### src/rtl/sram_access_master_if.sv
// Core-side command/response channels and h-side transfer bus of sram_access_master.
// The master modport is the block's view; slave is the view of its surroundings.
interface sram_access_master_if #(
  parameter int unsigned ADDR_WIDTH = 4,
  parameter int unsigned WORD_WIDTH = 8
) ();
  logic                  cmd_valid;
  logic                  cmd_ready;
  logic                  cmd_write;
  logic [ADDR_WIDTH-1:0] cmd_addr;
  logic [WORD_WIDTH-1:0] cmd_wdata;

  logic                  rsp_valid;
  logic                  rsp_ready;
  logic                  rsp_write;
  logic [WORD_WIDTH-1:0] rsp_rdata;
  logic                  rsp_err;

  logic                  hsel;
  logic [ADDR_WIDTH-1:0] haddr;
  logic                  hwrite;
  logic [WORD_WIDTH-1:0] hwdata;
  logic                  hready;
  logic [WORD_WIDTH-1:0] hrdata;

  logic                  busy;

  modport master (
    input  cmd_valid, cmd_write, cmd_addr, cmd_wdata, rsp_ready, hready, hrdata,
    output cmd_ready, rsp_valid, rsp_write, rsp_rdata, rsp_err,
    output hsel, haddr, hwrite, hwdata, busy
  );

  modport slave (
    output cmd_valid, cmd_write, cmd_addr, cmd_wdata, rsp_ready, hready, hrdata,
    input  cmd_ready, rsp_valid, rsp_write, rsp_rdata, rsp_err,
    input  hsel, haddr, hwrite, hwdata, busy
  );
endinterface

### src/rtl/sram_access_master.sv
// Buffers core read/write commands in a FIFO and issues them one at a time on the h-side bus,
// returning one response per command; a watchdog turns a stuck hready handshake into an error.
module sram_access_master #(
  parameter int unsigned ADDR_WIDTH = 4,
  parameter int unsigned WORD_WIDTH = 8,
  parameter int unsigned FIFO_DEPTH = 4,
  parameter int unsigned TIMEOUT    = 15
) (
  input logic                  hclk,
  input logic                  hresetn,
  sram_access_master_if.master bus
);
  localparam int unsigned PtrWidth = $clog2(FIFO_DEPTH);
  localparam int unsigned CntWidth = PtrWidth + 1;
  localparam int unsigned TmrWidth = $clog2(TIMEOUT + 1);
  localparam int unsigned EntWidth = 1 + ADDR_WIDTH + WORD_WIDTH;

  localparam logic [CntWidth-1:0] CntFull  = CntWidth'(FIFO_DEPTH);
  localparam logic [TmrWidth-1:0] TmrLimit = TmrWidth'(TIMEOUT);

  typedef enum logic [2:0] {
    StIdle,
    StIssue,
    StWaitLo,
    StWaitHi,
    StResp
  } state_e;

  state_e                state_q, state_d;
  logic [TmrWidth-1:0]   timer_q, timer_d;
  logic [CntWidth-1:0]   count_q, count_d;
  logic [PtrWidth-1:0]   wr_ptr_q, rd_ptr_q;
  logic [EntWidth-1:0]   fifo_mem [FIFO_DEPTH];

  logic                  hwrite_q;
  logic [ADDR_WIDTH-1:0] haddr_q;
  logic [WORD_WIDTH-1:0] hwdata_q;

  logic                  rsp_valid_q;
  logic                  rsp_write_q;
  logic [WORD_WIDTH-1:0] rsp_rdata_q, rsp_rdata_d;
  logic                  rsp_err_q, rsp_err_d;
  logic                  rsp_load;

  logic                  cmd_ready;
  logic                  push;
  logic                  pop;

  // Gated by reset so no command can be taken while the block is held in reset.
  assign cmd_ready = hresetn && (count_q != CntFull);
  assign push      = bus.cmd_valid && cmd_ready;

  always_comb begin
    count_d = count_q;
    unique case ({push, pop})
      2'b10:   count_d = count_q + 1'b1;
      2'b01:   count_d = count_q - 1'b1;
      default: count_d = count_q;
    endcase
  end

  always_comb begin
    state_d     = state_q;
    timer_d     = timer_q;
    pop         = 1'b0;
    rsp_load    = 1'b0;
    rsp_err_d   = 1'b0;
    rsp_rdata_d = '0;
    unique case (state_q)
      StIdle: begin
        if (count_q != '0) begin
          pop     = 1'b1;
          state_d = StIssue;
        end
      end
      StIssue: begin
        timer_d = '0;
        state_d = StWaitLo;
      end
      StWaitLo: begin
        // Timeout wins over a coincident hready event.
        if (timer_q == TmrLimit) begin
          rsp_load  = 1'b1;
          rsp_err_d = 1'b1;
          state_d   = StResp;
        end else if (!bus.hready) begin
          state_d = StWaitHi;
        end else begin
          timer_d = timer_q + 1'b1;
        end
      end
      StWaitHi: begin
        if (timer_q == TmrLimit) begin
          rsp_load  = 1'b1;
          rsp_err_d = 1'b1;
          state_d   = StResp;
        end else if (bus.hready) begin
          rsp_load    = 1'b1;
          rsp_rdata_d = hwrite_q ? '0 : bus.hrdata;
          state_d     = StResp;
        end else begin
          timer_d = timer_q + 1'b1;
        end
      end
      StResp: begin
        if (bus.rsp_ready) begin
          state_d = StIdle;
        end
      end
      default: state_d = StIdle;
    endcase
  end

  // Storage needs no reset: count_q alone decides which entries are live.
  always_ff @(posedge hclk) begin
    if (push) begin
      fifo_mem[wr_ptr_q] <= {bus.cmd_write, bus.cmd_addr, bus.cmd_wdata};
    end
  end

  always_ff @(posedge hclk) begin
    if (!hresetn) begin
      state_q     <= StIdle;
      timer_q     <= '0;
      count_q     <= '0;
      wr_ptr_q    <= '0;
      rd_ptr_q    <= '0;
      hwrite_q    <= 1'b0;
      haddr_q     <= '0;
      hwdata_q    <= '0;
      rsp_valid_q <= 1'b0;
      rsp_write_q <= 1'b0;
      rsp_rdata_q <= '0;
      rsp_err_q   <= 1'b0;
    end else begin
      state_q     <= state_d;
      timer_q     <= timer_d;
      count_q     <= count_d;
      rsp_valid_q <= (state_d == StResp);
      if (push) begin
        wr_ptr_q <= wr_ptr_q + 1'b1;
      end
      if (pop) begin
        rd_ptr_q                       <= rd_ptr_q + 1'b1;
        {hwrite_q, haddr_q, hwdata_q} <= fifo_mem[rd_ptr_q];
      end
      if (rsp_load) begin
        rsp_write_q <= hwrite_q;
        rsp_rdata_q <= rsp_rdata_d;
        rsp_err_q   <= rsp_err_d;
      end
    end
  end

  assign bus.cmd_ready = cmd_ready;
  assign bus.rsp_valid = rsp_valid_q;
  assign bus.rsp_write = rsp_write_q;
  assign bus.rsp_rdata = rsp_rdata_q;
  assign bus.rsp_err   = rsp_err_q;
  assign bus.hsel      = (state_q == StIssue);
  assign bus.haddr     = haddr_q;
  assign bus.hwrite    = hwrite_q;
  assign bus.hwdata    = hwdata_q;
  assign bus.busy      = (state_q != StIdle) || (count_q != '0);

endmodule

### src/flat_wrapper.sv
// flat-port wrapper written by rule: the top's interface ports become plain ports
module sram_access_master_flat 
#(
  parameter int unsigned ADDR_WIDTH = 4,
  parameter int unsigned WORD_WIDTH = 8,
  parameter int unsigned FIFO_DEPTH = 4,
  parameter int unsigned TIMEOUT    = 15
)
  (hclk, hresetn, bus_cmd_valid, bus_cmd_write, bus_cmd_addr, bus_cmd_wdata, bus_rsp_ready, bus_hready, bus_hrdata, bus_cmd_ready, bus_rsp_valid, bus_rsp_write, bus_rsp_rdata, bus_rsp_err, bus_hsel, bus_haddr, bus_hwrite, bus_hwdata, bus_busy);
  sram_access_master_if #(.ADDR_WIDTH(ADDR_WIDTH), .WORD_WIDTH(WORD_WIDTH)) bus_i ();
  input logic hclk;
  input logic hresetn;
  input wire logic [$bits(bus_i.cmd_valid)-1:0] bus_cmd_valid;
  input wire logic [$bits(bus_i.cmd_write)-1:0] bus_cmd_write;
  input wire logic [$bits(bus_i.cmd_addr)-1:0] bus_cmd_addr;
  input wire logic [$bits(bus_i.cmd_wdata)-1:0] bus_cmd_wdata;
  input wire logic [$bits(bus_i.rsp_ready)-1:0] bus_rsp_ready;
  input wire logic [$bits(bus_i.hready)-1:0] bus_hready;
  input wire logic [$bits(bus_i.hrdata)-1:0] bus_hrdata;
  output wire logic [$bits(bus_i.cmd_ready)-1:0] bus_cmd_ready;
  output wire logic [$bits(bus_i.rsp_valid)-1:0] bus_rsp_valid;
  output wire logic [$bits(bus_i.rsp_write)-1:0] bus_rsp_write;
  output wire logic [$bits(bus_i.rsp_rdata)-1:0] bus_rsp_rdata;
  output wire logic [$bits(bus_i.rsp_err)-1:0] bus_rsp_err;
  output wire logic [$bits(bus_i.hsel)-1:0] bus_hsel;
  output wire logic [$bits(bus_i.haddr)-1:0] bus_haddr;
  output wire logic [$bits(bus_i.hwrite)-1:0] bus_hwrite;
  output wire logic [$bits(bus_i.hwdata)-1:0] bus_hwdata;
  output wire logic [$bits(bus_i.busy)-1:0] bus_busy;
  assign bus_i.cmd_valid = bus_cmd_valid;
  assign bus_i.cmd_write = bus_cmd_write;
  assign bus_i.cmd_addr = bus_cmd_addr;
  assign bus_i.cmd_wdata = bus_cmd_wdata;
  assign bus_i.rsp_ready = bus_rsp_ready;
  assign bus_i.hready = bus_hready;
  assign bus_i.hrdata = bus_hrdata;
  assign bus_cmd_ready = bus_i.cmd_ready;
  assign bus_rsp_valid = bus_i.rsp_valid;
  assign bus_rsp_write = bus_i.rsp_write;
  assign bus_rsp_rdata = bus_i.rsp_rdata;
  assign bus_rsp_err = bus_i.rsp_err;
  assign bus_hsel = bus_i.hsel;
  assign bus_haddr = bus_i.haddr;
  assign bus_hwrite = bus_i.hwrite;
  assign bus_hwdata = bus_i.hwdata;
  assign bus_busy = bus_i.busy;
  sram_access_master #(.ADDR_WIDTH(ADDR_WIDTH), .WORD_WIDTH(WORD_WIDTH), .FIFO_DEPTH(FIFO_DEPTH), .TIMEOUT(TIMEOUT)) u_core (.hclk(hclk), .hresetn(hresetn), .bus(bus_i));
endmodule
### config.mk
export PLATFORM = sky130hd
export DESIGN_NAME = sram_access_master_flat
export DESIGN_NICKNAME = d
export VERILOG_FILES = /design/src/rtl/sram_access_master_if.sv /design/src/rtl/sram_access_master.sv /design/src/flat_wrapper.sv
export SDC_FILE = /design/constraint.sdc
export NUM_CORES = 1
export LEC_CHECK = 0
export BUFFER_PORTS_ARGS = -buffer_cell sky130_fd_sc_hd__buf_2
export CORE_MARGIN = 5
export CORE_UTILIZATION = 40
export DETAILED_ROUTE_END_ITERATION = 8
export PLACE_DENSITY = 0.64
export RECOVER_POWER = 50
export SLEW_MARGIN = 10
export SYNTH_ARGS = -nofsm -noshare
export SYNTH_HDL_FRONTEND = slang
export SYNTH_SLANG_ARGS = --single-unit
### constraint.sdc
create_clock -name hclk -period 5.4 [get_ports hclk]
set_clock_uncertainty 0.1 [all_clocks]
set_input_delay 0.27 -clock hclk [delete_from_list [all_inputs] [get_ports hclk]]
set_output_delay 0.27 -clock hclk [all_outputs]
set_load 0.1 [all_outputs]
==> impl_metrics.toml, run 1 <==
[synth]
netlist_area_um2 = 3470
netlist_top_cells_area = "edfxtp_1 45%, dfxtp_1 22%, mux4_2 8.4%"
ys_warn_count = 0
syn_area_per_cell_um2 = 13.8
synth_seq_area_share = 0.669
yosysTopAreaCell = "edfxtp_1"
synth_cells = 252
synth_flop_cell = "edfxtp_1"
async_flop_share = 0
yosysTopAreaCellShare = 0.450
ys_ff_latch = 90
synth_fp_nets = 285
ys_types = 36
synth_most_common_cell = "edfxtp_1"
synth-edff-count = 52
synth_common_cells = "52 x edfxtp_1, 38 x dfxtp_1, 33 x nand2_1"

[clocking]
clk_path_buf_depth = 2
cts.sinks = 90
postCtsSetupBuffers = 0
postCtsResizedCells = 0
ctsHoldBuffers = 0
h-tree-depth = 3
clk_pin_slew_ns = 0.09
numCtsBuffers = 9
clkLatencyLatePin_ns = 0.35
cts_tree = "yes"
cts_root_buffer = "clkbuf_8"

[routing]
vias = 2039
drt-wirelength-per-cell_um = 15.9
via_per_inst = 4.88
drt_wl_total_um = 6660
drt_iter0_markers = 81
final_antenna_net_count = 0
dr.pass1.iters = 4
drc = 0

[floorplan]
rows = 34
die_width_um = 103
core_area_um2 = 8590
start_util = 0.404
num_io_pins = 53
die_area_um2 = 10600
die_h_um = 103

[final_layout]
stdcell_area_um2 = 3920
fill_cells = 823
drive_above_1_share = 0.142
nets = 338
diodes = 0
syn2layout_area_growth_pct = 13.1

[sta]
period_needed_ns = 2.90
maxSlewViolCount = 0
max_slew_margin = 0.207
finalWorstSetupSlack_ns = 2.50
setup_viol = 0
worst_pin_slew_ns = 1.19
fin_crit_sh = 0.538
hold_viol = 0
whs_ns = 0.0643
tns_ns = 0
rsz0062_at_grt = "no"
clock.fmax_ghz = 0.344

[grt]
grt_pass1_wl_um = 10500
grt_max_degree = 34
grt_usage = 0.135
grt_pass1_vias = 2052
antenna_found_initial = 0
grt_overflow = 0

[worst_setup_path]
max_stage_delay_ns = 0.38
arrival_ns = 3.08
critPathKind = "flop to flop"
setup.worst_path.end_class = "flop"
crit_buf_inv = 2
startpoint_type = "flop"
cp_top_family = "simple AND/OR/NAND/NOR gates"
critPathMaxFanout = 15
crit_path_cell_trace = "nor3_1, nand2_1, inv_2, ha_1, inv_1, fa_1, xor2_1, or3_1, a21oi_1"
slowest_stage = "nand2_1"
crit_required_ns = 5.57

[power]
powerDensity_nw_per_um2 = 542
p_total_uw = 2120
p_leak_uw = 0.00130
max-vdd-ir-drop_mv = 0.259

[worst_hold_path]
hold_class = "input port to flop"

[place]
gp_congestion = 0.757
place_ws_ns = 2.45
port_buffers = 52
place_area_um2 = 3820
dpl.hpwl_um = 4470

[flow_run]
max_cap_violations = 0

[status]
outcome = "finished clean"
-- path summary, 6_finish.rpt --
| kind | from | end | slack, ns | depth (start not counted) |
|---|---|---|---|---|
| max | u_core.state_q[0] | u_core.count_q[2] | 2.50 | 9 |
| min reg2reg | u_core.bus.hwdata[0] | u_core.bus.hwdata[0] | 0.36 | 2 |
| min | bus_hrdata[5] | u_core.bus.rsp_rdata[5] | 0.06 | 3 |
| max reg2reg | u_core.state_q[0] | u_core.count_q[2] | 2.50 | 9 |
-- kinds of logic after synthesis --
kind of cell               count (synthesis)  synth area share
and+or+nand+nor                           73            0.0963
AOI/OAI and AO/OA                         40            0.0754
muxes                                     15            0.0905
xor gates and xnor gates                   6            0.0151
DFF                                       90             0.669
adders and majority gates                  7            0.0274
buffers and inverters                     21            0.0260
-- power by group --
part	internal, µW	switching, µW
clock	170	232
sequential	813	90.3
combinational	188	631
total	1170	953
-- area by class of cell --
cell class	instances	area, µm²	area share
Clock buffer	11	131	0.0335
Clock inverter	5	41.3	0.0105
Inverter	11	41.3	0.0105
Multi-Input combinational cell	141	1040	0.265
Sequential cell	90	2320	0.592
Tap cell	108	135	0.0344
Timing Repair Buffer	52	213	0.0542
-- sequential cells by signal (all words and copies together), names as in the netlist --
| signal | count |
|---|---|
| u_core.bus.rsp_write | 1 |
| u_core.timer_q | 4 |
| u_core.fifo_mem | 52 |
| u_core.bus.haddr | 4 |
| u_core.rd_ptr_q | 2 |
| u_core.state_q | 3 |
| u_core.bus.rsp_err | 1 |
| u_core.bus.hwrite | 1 |
| u_core.bus.hwdata | 8 |
| u_core.wr_ptr_q | 2 |
| u_core.bus.rsp_rdata | 8 |
| u_core.count_q | 3 |
| u_core.bus.rsp_valid | 1 |
-- per-stage QoR --
stage | std cells | utilization
2_1_floorplan | 252 | -
3_3_place_gp | 402 | 0.444
3_5_place_dp | 402 | 0.444
4_1_cts | 418 | 0.464
5_1_grt | 418 | 0.456
6_report | 418 | 0.456
-- worst min-delay path, delay by kind of cell --
kind	cells	cell delay, ns
buf+inv	1	0.07
simple gates	1	0.08
compound gates	1	0.07
-- cell usage in the layout, fill, tap and decap left out, types with 3 or more instances in the layout --
cell,instances
o21ai_0,3
a21oi_1,22
nand2_1,33
ha_1,6
clkbuf_8,9
inv_1,10
a211oi_1,3
clkbuf_1,40
or3_1,3
nor2_1,21
buf_2,14
and2_1,4
nand2b_1,4
mux4_2,13
xnor2_1,3
edfxtp_1,52
dfxtp_1,38
clkinv_4,3
xor2_1,3
a22oi_1,8
-- routing by layer --
| metal | global-route usage | vias to the layer above | routed length (µm) |
|---|---|---|---|
| li1 | - | 1021 | - |
| met1 | 0.168 | 974 | 2880 |
| met2 | 0.224 | 37 | 3410 |
| met3 | 0.0392 | 7 | 266 |
| met4 | 0.0508 | 0 | 100 |
| met5 | 0 | - | 0 |
(Power assumes the default switching activity.)
==> inputs of run 2 (changes only) <==
--- a/config.mk
+++ b/config.mk
@@ -9,7 +9,7 @@
 export CORE_MARGIN = 5
 export CORE_UTILIZATION = 40
 export DETAILED_ROUTE_END_ITERATION = 8
-export PLACE_DENSITY = 0.64
+export PLACE_DENSITY = 0.66
 export RECOVER_POWER = 50
 export SLEW_MARGIN = 10
 export SYNTH_ARGS = -nofsm -noshare
==> constraint.sdc (replaced) <==
create_clock -name hclk -period 2.4 [get_ports hclk]
set_clock_uncertainty 0.1 [all_clocks]
set_input_delay 0.12 -clock hclk [delete_from_list [all_inputs] [get_ports hclk]]
set_output_delay 0.12 -clock hclk [all_outputs]
set_load 0.1 [all_outputs]
==> run 2 against run 1 <==
Compared with the run above: power is 140% higher; worst hold slack better by 0.19 ns; routed wire length is 0.18% lower; non-clock buffer count is 37 higher; die area stayed put; first-iteration DRC count is 9.9% higher; via count is 7.3% higher; critical path depth stayed put; core utilization is 4.5 points higher; sequential share of layout area is 5.4 points lower; worst setup slack worse by 2.3 ns; critical path type unchanged; largest cell class unchanged.
==> impl_metrics.toml, run 2 (same netlist as run 1, synthesis figures left out) <==
[status]
outcome = "finished clean"

[power]
max-vdd-ir-drop_mv = 0.453
p_leak_uw = 0.00149
combinationalPowerShare = 0.406
pwr-share-seq = 0.391
power.clock.fraction = 0.203
intPower_uw = 2840
switching_share = 0.436
powerDensity_nw_per_um2 = 1170
switchingPower_uw = 2190

[grt]
antenna_found_initial = 0
grt_max_degree = 33
grt_pass1_wl_um = 10700
grt_overflow = 0
grt_usage = 0.135
grt_pass1_vias = 2225

[clocking]
cts_tree = "yes"
cts.sinks = 90
cts_root_buffer = "clkbuf_8"
clk_path_buf_depth = 2
numCtsBuffers = 9
clkLatencyLatePin_ns = 0.34
clk_pin_slew_ns = 0.09
ctsHoldBuffers = 25
h-tree-depth = 3
postCtsResizedCells = 0
postCtsSetupBuffers = 0

[sta]
fin_crit_sh = 0.918
finalWorstSetupSlack_ns = 0.196
hold_viol = 0
max_slew_margin = 0.216
rsz0062_at_grt = "no"
tns_ns = 0
clock.fmax_ghz = 0.454
setup_viol = 0
maxSlewViolCount = 0
worst_pin_slew_ns = 1.18
period_needed_ns = 2.20

[flow_run]
max_cap_violations = 0

[worst_setup_path]
rr_worst_depth = 9
worstSetupEndpoint = "u_core.count_q[2]"
arrival_ns = 2.38
critPathKind = "flop to flop"
critPathMaxFanout = 7
setup.worst_path.end_class = "flop"
cp-startpoint = "u_core.state_q[0]"
reg2reg_from = "u_core.state_q[0]"
startpoint_type = "flop"
r2r-end = "u_core.count_q[2]"
reg2reg_setup_slack_ns = 0.20
crit_required_ns = 2.58

[routing]
drt-wirelength-per-cell_um = 14.6
via_per_inst = 4.81
final_antenna_net_count = 0
drc = 0
dr.pass1.iters = 5
drt_iter0_markers = 89
vias = 2188
drt_wl_total_um = 6640

[final_layout]
stdcell_count = 455
fill_cells = 754
stdcell_area_um2 = 4310
largest_register_ffs = 52
fin_util = 0.502
drive_above_1_share = 0.170
nets = 375
diodes = 0
layout_commonest_cell = "edfxtp_1"
multi_input_area_um2 = 1070
seq_area_um2 = 2320
regMostFlops = "u_core.fifo_mem"
syn2layout_area_growth_pct = 24.3
final_cell_mix = "52 x edfxtp_1, 39 x clkbuf_1, 38 x dfxtp_1"

[worst_hold_path]
hold_class = "input port to flop"
hold_depth = 6
min_from = "bus_cmd_valid"

[floorplan]
die_area_um2 = 10600
rows = 34
die_width_um = 103
start_util = 0.404
core_area_um2 = 8590
die_h_um = 103
num_io_pins = 53

[place]
gp_congestion = 0.780
port_buffers = 52
placed_cells = 414
dpl.hpwl_um = 4220
place_ws_ns = 0.227
place_area_um2 = 3920
## run 2: how the worst min path moves through the flow
stage | endpoint | slack, ns
floorplan | u_core.fifo_mem[0][0] | 0.12
global placement | u_core.fifo_mem[2][4] | 0.24
detailed placement | u_core.fifo_mem[2][3] | 0.24
CTS | u_core.wr_ptr_q[1] | 0.18
global route | u_core.wr_ptr_q[1] | 0.27
finish | u_core.wr_ptr_q[1] | 0.26
## run 2: layout make-up
cell class	count	share of cell area
Sequential cell	90	0.538
Multi-Input combinational cell	141	0.247
Timing Repair Buffer	89	0.127
Tap cell	108	0.0313
Clock buffer	9	0.0287
Clock inverter	7	0.0177
Inverter	11	0.00957
## run 2: metrics by stage
| step | hold WS [ns] | total power, µW |
|---|---|---|
| final | 0.256 | 5030 |
| after global routing | 0.270 | 5320 |
| after CTS | 0.175 | 5140 |
| after detailed placement | 0.242 | 4070 |
| after global placement | 0.235 | 4040 |
| after floorplan | 0.119 | 3660 |
## run 2: power by group through the flow
stage	clock (µW)	combinational [µW]	sequential (µW)
final	1020	2040	1970
after global routing	1130	2200	1990
after CTS	1060	2110	1970
after detailed placement	0	2070	2000
after global placement	0	2050	1990
after floorplan	0	1060	2600
## run 2: worst max-delay path, stage by stage (launching register included)
cell and delay (ns):
dfxtp_1 0.39, nor3_2 0.27, nand2_1 0.11, inv_2 0.06, ha_1 0.17, inv_1 0.06
fa_1 0.37, xor2_1 0.16, or3_1 0.30, a21oi_1 0.14
## run 2: metal layers
layer,up-vias,GRT usage,routed length (µm)
li1,1090,-,-
met1,1045,0.160,2850
met2,46,0.234,3380
met3,7,0.0399,319
met4,0,0.0468,96
met5,-,0,0
